==> config.mk <==
export PLATFORM = sky130hd
export DESIGN_NAME = sprite_blit_engine
export DESIGN_NICKNAME = d
export VERILOG_FILES = /design/src/rtl/sprite_blit_engine.sv
export SDC_FILE = /design/constraint.sdc
export NUM_CORES = 1
export LEC_CHECK = 0
export ABC_AREA = 1
export BUFFER_PORTS_ARGS = -buffer_cell sky130_fd_sc_hd__buf_4
export CORE_MARGIN = 2
export CORE_UTILIZATION = 55
export DETAILED_ROUTE_END_ITERATION = 6
export GPL_TIMING_DRIVEN = 0
export PLACE_DENSITY = 0.75
export RECOVER_POWER = 25
export SYNTH_ARGS = -nofsm -noshare
export SYNTH_HDL_FRONTEND = slang
export SYNTH_SLANG_ARGS = --single-unit
==> constraint.sdc <==
create_clock -name iClock -period 8.8 [get_ports iClock]
set_clock_uncertainty 0.2 [all_clocks]
set_input_delay 1.76 -clock iClock [delete_from_list [all_inputs] [get_ports iClock]]
set_output_delay 1.76 -clock iClock [all_outputs]
set_load 0.005 [all_outputs]
==> src/rtl/sprite_blit_engine.sv <==
// rtl/sprite_blit_engine.sv - background/sprite blitter with erase-and-redraw
// Issues one ROM address per cycle and re-aligns coordinates with the ROM latency.
module sprite_blit_engine #(
    parameter int SCREEN_W    = 160,
    parameter int SCREEN_H    = 120,
    parameter int SPR_W       = 10,
    parameter int SPR_H       = 20,
    parameter int NUM_LANES   = 3,
    parameter int LANE_X0     = 40,
    parameter int LANE_PITCH  = 40,
    parameter int SPR_Y       = 90,
    parameter int CW          = 3,
    parameter int ROM_LAT     = 1,
    parameter int TRANSPARENT = 0,
    localparam int BG_AW      = $clog2(SCREEN_W * SCREEN_H),
    localparam int SPR_AW     = $clog2(SPR_W * SPR_H),
    localparam int LW         = (NUM_LANES > 2) ? $clog2(NUM_LANES) : 1
) (
    input  logic              iClock,
    input  logic              iResetn,
    input  logic              iStart,
    input  logic [1:0]        iMode,
    input  logic [LW-1:0]     iLane,
    output logic [BG_AW-1:0]  oBgAddr,
    input  logic [CW-1:0]     iBgColour,
    output logic [SPR_AW-1:0] oSprAddr,
    input  logic [CW-1:0]     iSprColour,
    output logic [8:0]        oX,
    output logic [7:0]        oY,
    output logic [CW-1:0]     oColour,
    output logic              oPlot,
    output logic              oBusy,
    output logic              oDone
);

    if ((LANE_X0 + (NUM_LANES - 1) * LANE_PITCH + SPR_W > SCREEN_W) ||
        (SPR_Y + SPR_H > SCREEN_H) || (ROM_LAT < 1)) begin : g_bad_params
        $error("sprite_blit_engine: sprite does not fit on screen or ROM_LAT < 1");
    end

    localparam logic [8:0] RESET_X = 9'(LANE_X0 + (NUM_LANES / 2) * LANE_PITCH);
    localparam logic [1:0] PH_FULL = 2'd0;
    localparam logic [1:0] PH_RECT = 2'd1;
    localparam logic [1:0] PH_SPR  = 2'd2;

    typedef enum logic [2:0] {
        S_IDLE, S_BG_FULL, S_BG_RECT, S_SPRITE, S_DRAIN, S_DONE
    } state_t;

    state_t r_state, w_state_next;

    logic [8:0]        r_col;
    logic [7:0]        r_row;
    logic [8:0]        r_new_x;
    logic [8:0]        r_prev_x;
    logic [7:0]        r_drain;

    logic [31:0]       w_lane_sel;
    logic [8:0]        w_acc_x;
    logic [8:0]        w_cur_new_x;
    logic [8:0]        w_last_col;
    logic              w_wrap;
    logic [8:0]        w_adv_col;
    logic [7:0]        w_adv_row;
    logic              w_full_last;
    logic              w_spr_last;
    logic              w_issue;
    logic [1:0]        w_ph;
    logic [8:0]        w_col;
    logic [7:0]        w_row;
    logic [8:0]        w_base_x;
    logic [8:0]        w_px;
    logic [7:0]        w_py;
    logic [BG_AW-1:0]  w_bg_addr;
    logic [SPR_AW-1:0] w_spr_addr;

    // Out-of-range lanes fall back to the middle lane.
    assign w_lane_sel  = (32'(iLane) >= NUM_LANES) ? 32'(NUM_LANES / 2) : 32'(iLane);
    assign w_acc_x     = 9'(LANE_X0 + w_lane_sel * LANE_PITCH);
    assign w_cur_new_x = (r_state == S_IDLE) ? w_acc_x : r_new_x;

    assign w_last_col  = (r_state == S_BG_FULL) ? 9'(SCREEN_W - 1) : 9'(SPR_W - 1);
    assign w_wrap      = (r_col == w_last_col);
    assign w_adv_col   = w_wrap ? 9'd0 : r_col + 9'd1;
    assign w_adv_row   = w_wrap ? r_row + 8'd1 : r_row;
    assign w_full_last = (r_col == 9'(SCREEN_W - 1)) && (r_row == 8'(SCREEN_H - 1));
    assign w_spr_last  = (r_col == 9'(SPR_W - 1)) && (r_row == 8'(SPR_H - 1));

    always_ff @(posedge iClock or negedge iResetn) begin
        if (!iResetn) begin
            r_state <= S_IDLE;
        end else begin
            r_state <= w_state_next;
        end
    end

    // w_issue/w_ph/w_col/w_row describe the pixel whose address goes out next edge;
    // phase changes issue pixel 0 of the new phase in the same step, so no bubble.
    always_comb begin
        w_state_next = r_state;
        w_issue      = 1'b0;
        w_ph         = PH_FULL;
        w_col        = w_adv_col;
        w_row        = w_adv_row;
        case (r_state)
            S_IDLE: begin
                if (iStart) begin
                    w_issue = 1'b1;
                    w_col   = 9'd0;
                    w_row   = 8'd0;
                    case (iMode)
                        2'b01:   begin w_state_next = S_SPRITE;  w_ph = PH_SPR;  end
                        2'b10:   begin w_state_next = S_BG_RECT; w_ph = PH_RECT; end
                        default: begin w_state_next = S_BG_FULL; w_ph = PH_FULL; end
                    endcase
                end
            end
            S_BG_FULL: begin
                w_issue = 1'b1;
                if (w_full_last) begin
                    w_state_next = S_SPRITE;
                    w_ph  = PH_SPR;
                    w_col = 9'd0;
                    w_row = 8'd0;
                end
            end
            S_BG_RECT: begin
                w_issue = 1'b1;
                w_ph    = PH_RECT;
                if (w_spr_last) begin
                    w_state_next = S_SPRITE;
                    w_ph  = PH_SPR;
                    w_col = 9'd0;
                    w_row = 8'd0;
                end
            end
            S_SPRITE: begin
                if (w_spr_last) begin
                    w_state_next = S_DRAIN;
                end else begin
                    w_issue = 1'b1;
                    w_ph    = PH_SPR;
                end
            end
            S_DRAIN: begin
                if (r_drain == 8'(ROM_LAT - 1)) w_state_next = S_DONE;
            end
            S_DONE:  w_state_next = S_IDLE;
            default: w_state_next = S_IDLE;
        endcase
    end

    assign w_base_x   = (w_ph == PH_SPR) ? w_cur_new_x : (w_ph == PH_RECT) ? r_prev_x : 9'd0;
    assign w_px       = w_base_x + w_col;
    assign w_py       = (w_ph == PH_FULL) ? w_row : 8'(SPR_Y) + w_row;
    assign w_bg_addr  = BG_AW'(w_py) * BG_AW'(SCREEN_W) + BG_AW'(w_px);
    assign w_spr_addr = SPR_AW'(w_row) * SPR_AW'(SPR_W) + SPR_AW'(w_col);

    always_ff @(posedge iClock or negedge iResetn) begin
        if (!iResetn) begin
            r_col    <= 9'd0;
            r_row    <= 8'd0;
            r_new_x  <= RESET_X;
            r_prev_x <= RESET_X;
            r_drain  <= 8'd0;
            oBgAddr  <= '0;
            oSprAddr <= '0;
        end else begin
            if (w_issue) begin
                r_col <= w_col;
                r_row <= w_row;
                if (w_ph == PH_SPR) oSprAddr <= w_spr_addr;
                else                oBgAddr  <= w_bg_addr;
            end
            if (r_state == S_IDLE && iStart) r_new_x <= w_acc_x;
            r_drain <= (r_state == S_DRAIN) ? r_drain + 8'd1 : 8'd0;
            if (r_state == S_DONE) r_prev_x <= r_new_x;
        end
    end

    // Stage 0 travels with the address; stage ROM_LAT lines up with ROM data.
    logic       r_dv   [0:ROM_LAT];
    logic       r_dspr [0:ROM_LAT];
    logic [8:0] r_dx   [0:ROM_LAT];
    logic [7:0] r_dy   [0:ROM_LAT];

    always_ff @(posedge iClock or negedge iResetn) begin
        if (!iResetn) begin
            for (int i = 0; i <= ROM_LAT; i++) begin
                r_dv[i]   <= 1'b0;
                r_dspr[i] <= 1'b0;
                r_dx[i]   <= 9'd0;
                r_dy[i]   <= 8'd0;
            end
        end else begin
            r_dv[0]   <= w_issue;
            r_dspr[0] <= (w_ph == PH_SPR);
            r_dx[0]   <= w_px;
            r_dy[0]   <= w_py;
            for (int i = 1; i <= ROM_LAT; i++) begin
                r_dv[i]   <= r_dv[i-1];
                r_dspr[i] <= r_dspr[i-1];
                r_dx[i]   <= r_dx[i-1];
                r_dy[i]   <= r_dy[i-1];
            end
        end
    end

    logic          w_out_spr;
    logic [CW-1:0] w_rom;

    assign w_out_spr = r_dspr[ROM_LAT];
    assign w_rom     = w_out_spr ? iSprColour : iBgColour;
    assign oX        = r_dx[ROM_LAT];
    assign oY        = r_dy[ROM_LAT];
    assign oColour   = r_dv[ROM_LAT] ? w_rom : '0;
    assign oPlot     = r_dv[ROM_LAT] && (!w_out_spr || (w_rom != CW'(TRANSPARENT)));
    assign oBusy     = (r_state != S_IDLE) && (r_state != S_DONE);
    assign oDone     = (r_state == S_DONE);

endmodule

==> impl_metrics.env <==
export IMPL_status="complete, no violations"
export IMPL_worst_ep_arrival_time_ps=6060
export IMPL_die_height_um=105
export IMPL_cellLeakagePower_nw=3.53
export IMPL_unrepaired_setup_endpoints_after_global_routing="no"
export IMPL_yosys_warnings=0
export IMPL_avgRoutedWirePerCell_um=13.5
export IMPL_period_share=0.681
export IMPL_synth_cell_area_um2=5620
export IMPL_worstPathMaxFanout=10
export IMPL_dr_total_vias=4375
export IMPL_io_pins=59
export IMPL_first_pass_iters=4
export IMPL_avgSynthCellArea_um2=8.78
export IMPL_timing_hold_worst_start="r_dy[12]"
export IMPL_tritoncts="done"
export IMPL_multi_input_area_um2=2650
export IMPL_cts_clk_slew_worst_paths_ps=100
export IMPL_crit_reg2reg_capture="oBgAddr[14]"
export IMPL_crit_family="simple AND/OR/NAND/NOR gates"
export IMPL_worst_setup_path_end_kind="flip-flop"
export IMPL_grt_antenna_before_repair=0
export IMPL_timing_reg2reg_setup_slack_ps=3370
export IMPL_grt_overflow=0
export IMPL_hold_violations=0
export IMPL_cap_violations=0
export IMPL_timing_final_max_slew_violations=0
export IMPL_synthTopCellsByArea="sky130_fd_sc_hd__dfrtp_1, sky130_fd_sc_hd__ha_1, sky130_fd_sc_hd__nand2_1"
export IMPL_critical_path_cell_chain="clkbuf_4, inv_1, nand2_1, nand4_1, clkbuf_1, nand2_1, nor3b_1, ha_1, nand3_1, nand2_1, xor2_1, ha_1, a21o_1, a21oi_1, nor2_1, o21ai_0, nor2_1, nand3_1, nand2_1, nand2_1, nand3_1, nand3_1, nand2_1"
export IMPL_latest_clock_arrival_within_the_worst_skew_pair_ps=360
export IMPL_first_global_vias=4156
export IMPL_core_area_um2=9860
export IMPL_fillerInstances=851
export IMPL_async_reset_ff_frac=1.00
export IMPL_synth_seq_cells=97
export IMPL_ctsHoldBuffers=0
export IMPL_hold_wc_path_type="reg2reg"
export IMPL_worst_pin_slew_ps=1180
export IMPL_antenna_violating_nets_post_route=0
export IMPL_timing_slew_headroom=0.212
export IMPL_port_buffers=58
export IMPL_critical_path_top_cell_by_count="sky130_fd_sc_hd__nand2_1"
export IMPL_grt_util_all_layers=0.222
export IMPL_timing_critical_path_slowest_stage_cell="sky130_fd_sc_hd__nor3b_1"
export IMPL_register_area_share_after_synthesis=0.432
export IMPL_synth_edff_count=0
export IMPL_clock_fmax_mhz=167
export IMPL_die_span_x_um=105
export IMPL_floorplan_rows=36
export IMPL_cts_inserted_buffers=9
export IMPL_finalWorstPathRequiredPeriod_ps=6000
export IMPL_non_filler_cell_area_final_um2=6370
export IMPL_worst_setup_path_type="in2reg"
export IMPL_postSynthNetCount=701
export IMPL_synth_top_area_share=0.423
export IMPL_syn2layout_area_growth_pct=13.4
export IMPL_dp_hpwl_mm=8.77
export IMPL_die_ar_um2=11000
export IMPL_crit_reg2reg_launch="r_row[0]"
export IMPL_gp_routability_congestion=0.897
export IMPL_drive_above_1_share=0.196
export IMPL_number_of_buffer_and_inverter_stages_on_the_critical_path=3
export IMPL_yosys_cell_count_top_type="sky130_fd_sc_hd__nand2_1"
export IMPL_wirelength_mm=11.5
export IMPL_holdPathStages=0
export IMPL_hold_ws_ps=155
export IMPL_synth_top_cells_by_count="sky130_fd_sc_hd__nand2_1, sky130_fd_sc_hd__dfrtp_1, sky130_fd_sc_hd__inv_1"
export IMPL_cp_start_kind="input pin"
export IMPL_seqCellArea_um2=2430
export IMPL_post_cts_setup_buffers=0
export IMPL_cts_resized_gates=0
export IMPL_max_stage_delay_ps=640
export IMPL_fin_setup_tns_ps=0
export IMPL_netlist_instances=640
export IMPL_first_pass_grt_wire_length_mm=19.7
export IMPL_num_antenna_cells=0
export IMPL_min_delay_worst_endpoint="oY[4]"
export IMPL_finalSetupViolCount=0
export IMPL_cts_num_sinks=97
export IMPL_cts_root_to_sink_buffers=2
export IMPL_synth_area_leader_cell="sky130_fd_sc_hd__dfrtp_1"
export IMPL_r2r_cells=27
export IMPL_post_route_drc_count=0
export IMPL_first_drt_iteration_drcs=219
export IMPL_cts_root_buffer="sky130_fd_sc_hd__clkbuf_8"
export IMPL_worstPathRequired_ps=8870
export IMPL_power_density_cell_area_nw_per_um2=349
export IMPL_vdd_drop_max_mv=0.165
export IMPL_detail_route_vias_per_cell=5.17
export IMPL_cts_htree_levels=3
export IMPL_starting_utilization_of_the_core_area=0.570
export IMPL_synthFlopType="sky130_fd_sc_hd__dfrtp_1"
export IMPL_layout_nets=770
export IMPL_synth_distinct_cells=43
export IMPL_grt_start_max_net_pins=98
export IMPL_dpl_cell_area_um2=6220
-- layout make-up --
class                      instances  area share
clock buffer                       9      0.0194
inverter                          85      0.0500
tap                              133      0.0261
multi-input combinational        431       0.415
timing repair buffer              58      0.0683
sequential                        97       0.381
buffer                            27      0.0289
clock inverter                     7      0.0108
-- metal layers --
layer | share of wire | routed length (µm) | global-route usage | vias up
met2 | 0.47 | 5400 | 0.360 | 102
met4 | 0.010 | 116 | 0.0495 | 0
met3 | 0.047 | 535 | 0.0418 | 10
met5 | 0 | 0 | 0 | -
met1 | 0.47 | 5410 | 0.312 | 2091
li1 | - | - | - | 2172
-- power breakdown --
part | leakage [nW] | switching, mW | internal [mW]
logic | 2.15 | 0.764 | 0.492
clock network | 0.0964 | 0.176 | 0.110
registers | 1.28 | 0.0820 | 0.603
-- sequential cells by signal, indices dropped and copies added (netlist names), 2 cells and up --
name,cells
oBgAddr,15
oX,9
r_col,9
r_dx,9
oSprAddr,8
oY,8
r_drain,8
r_dy,8
r_row,8
r_new_x,4
r_prev_x,4
r_state,3
r_dv,2
-- stage by stage --
stage	utilization	setup WS (ps)	instances	power, mW
floorplan	-	3610	640	1.57
global placement	0.631	2960	831	1.93
detailed placement	0.631	2920	831	1.96
global route	0.646	2440	847	2.44
CTS	0.650	3320	847	2.26
finish	0.646	2800	847	2.23
-- worst max-delay path by stage --
stage                start     endpoint  slack (ps)  cells past startpoint
floorplan           iStart  oBgAddr[14]        3610                     22
global placement    iStart  oBgAddr[14]        2960                     23
detailed placement  iStart  oBgAddr[14]        2920                     23
CTS                 iStart  oBgAddr[14]        3320                     23
global route        iStart  oBgAddr[14]        2440                     23
finish              iStart  oBgAddr[14]        2800                     23
-- logic make-up after synthesis --
| kind of cell | share of synthesized area |
|---|---|
| compound gates | 0.0853 |
| xor+xnor | 0.0514 |
| fa+ha+maj | 0.114 |
| buf+inv | 0.0908 |
| flops | 0.432 |
| mux | 0.00178 |
| simple gates | 0.225 |
-- cell usage in the layout, fill, tap and decap left out, types with 3 or more instances in the layout --
cell type / count
sky130_fd_sc_hd__nand2_1: 137
sky130_fd_sc_hd__dfrtp_1: 95
sky130_fd_sc_hd__buf_4: 78
sky130_fd_sc_hd__inv_1: 75
sky130_fd_sc_hd__o21ai_0: 46
sky130_fd_sc_hd__ha_1: 43
sky130_fd_sc_hd__nor2_1: 40
sky130_fd_sc_hd__nand3_1: 29
sky130_fd_sc_hd__a21oi_1: 28
sky130_fd_sc_hd__xor2_1: 20
sky130_fd_sc_hd__nand2_2: 13
sky130_fd_sc_hd__xnor2_1: 13
sky130_fd_sc_hd__nor3_1: 9
sky130_fd_sc_hd__inv_2: 9
sky130_fd_sc_hd__clkbuf_8: 9
sky130_fd_sc_hd__o21ai_1: 7
sky130_fd_sc_hd__nand4_1: 5
sky130_fd_sc_hd__clkbuf_1: 5
sky130_fd_sc_hd__fa_1: 5
sky130_fd_sc_hd__nor2_2: 3
sky130_fd_sc_hd__nand2_4: 3
sky130_fd_sc_hd__nand3_2: 3
sky130_fd_sc_hd__nor3b_1: 3
sky130_fd_sc_hd__a31oi_1: 3
No activity file was read; power rests on OpenSTA's default activity.
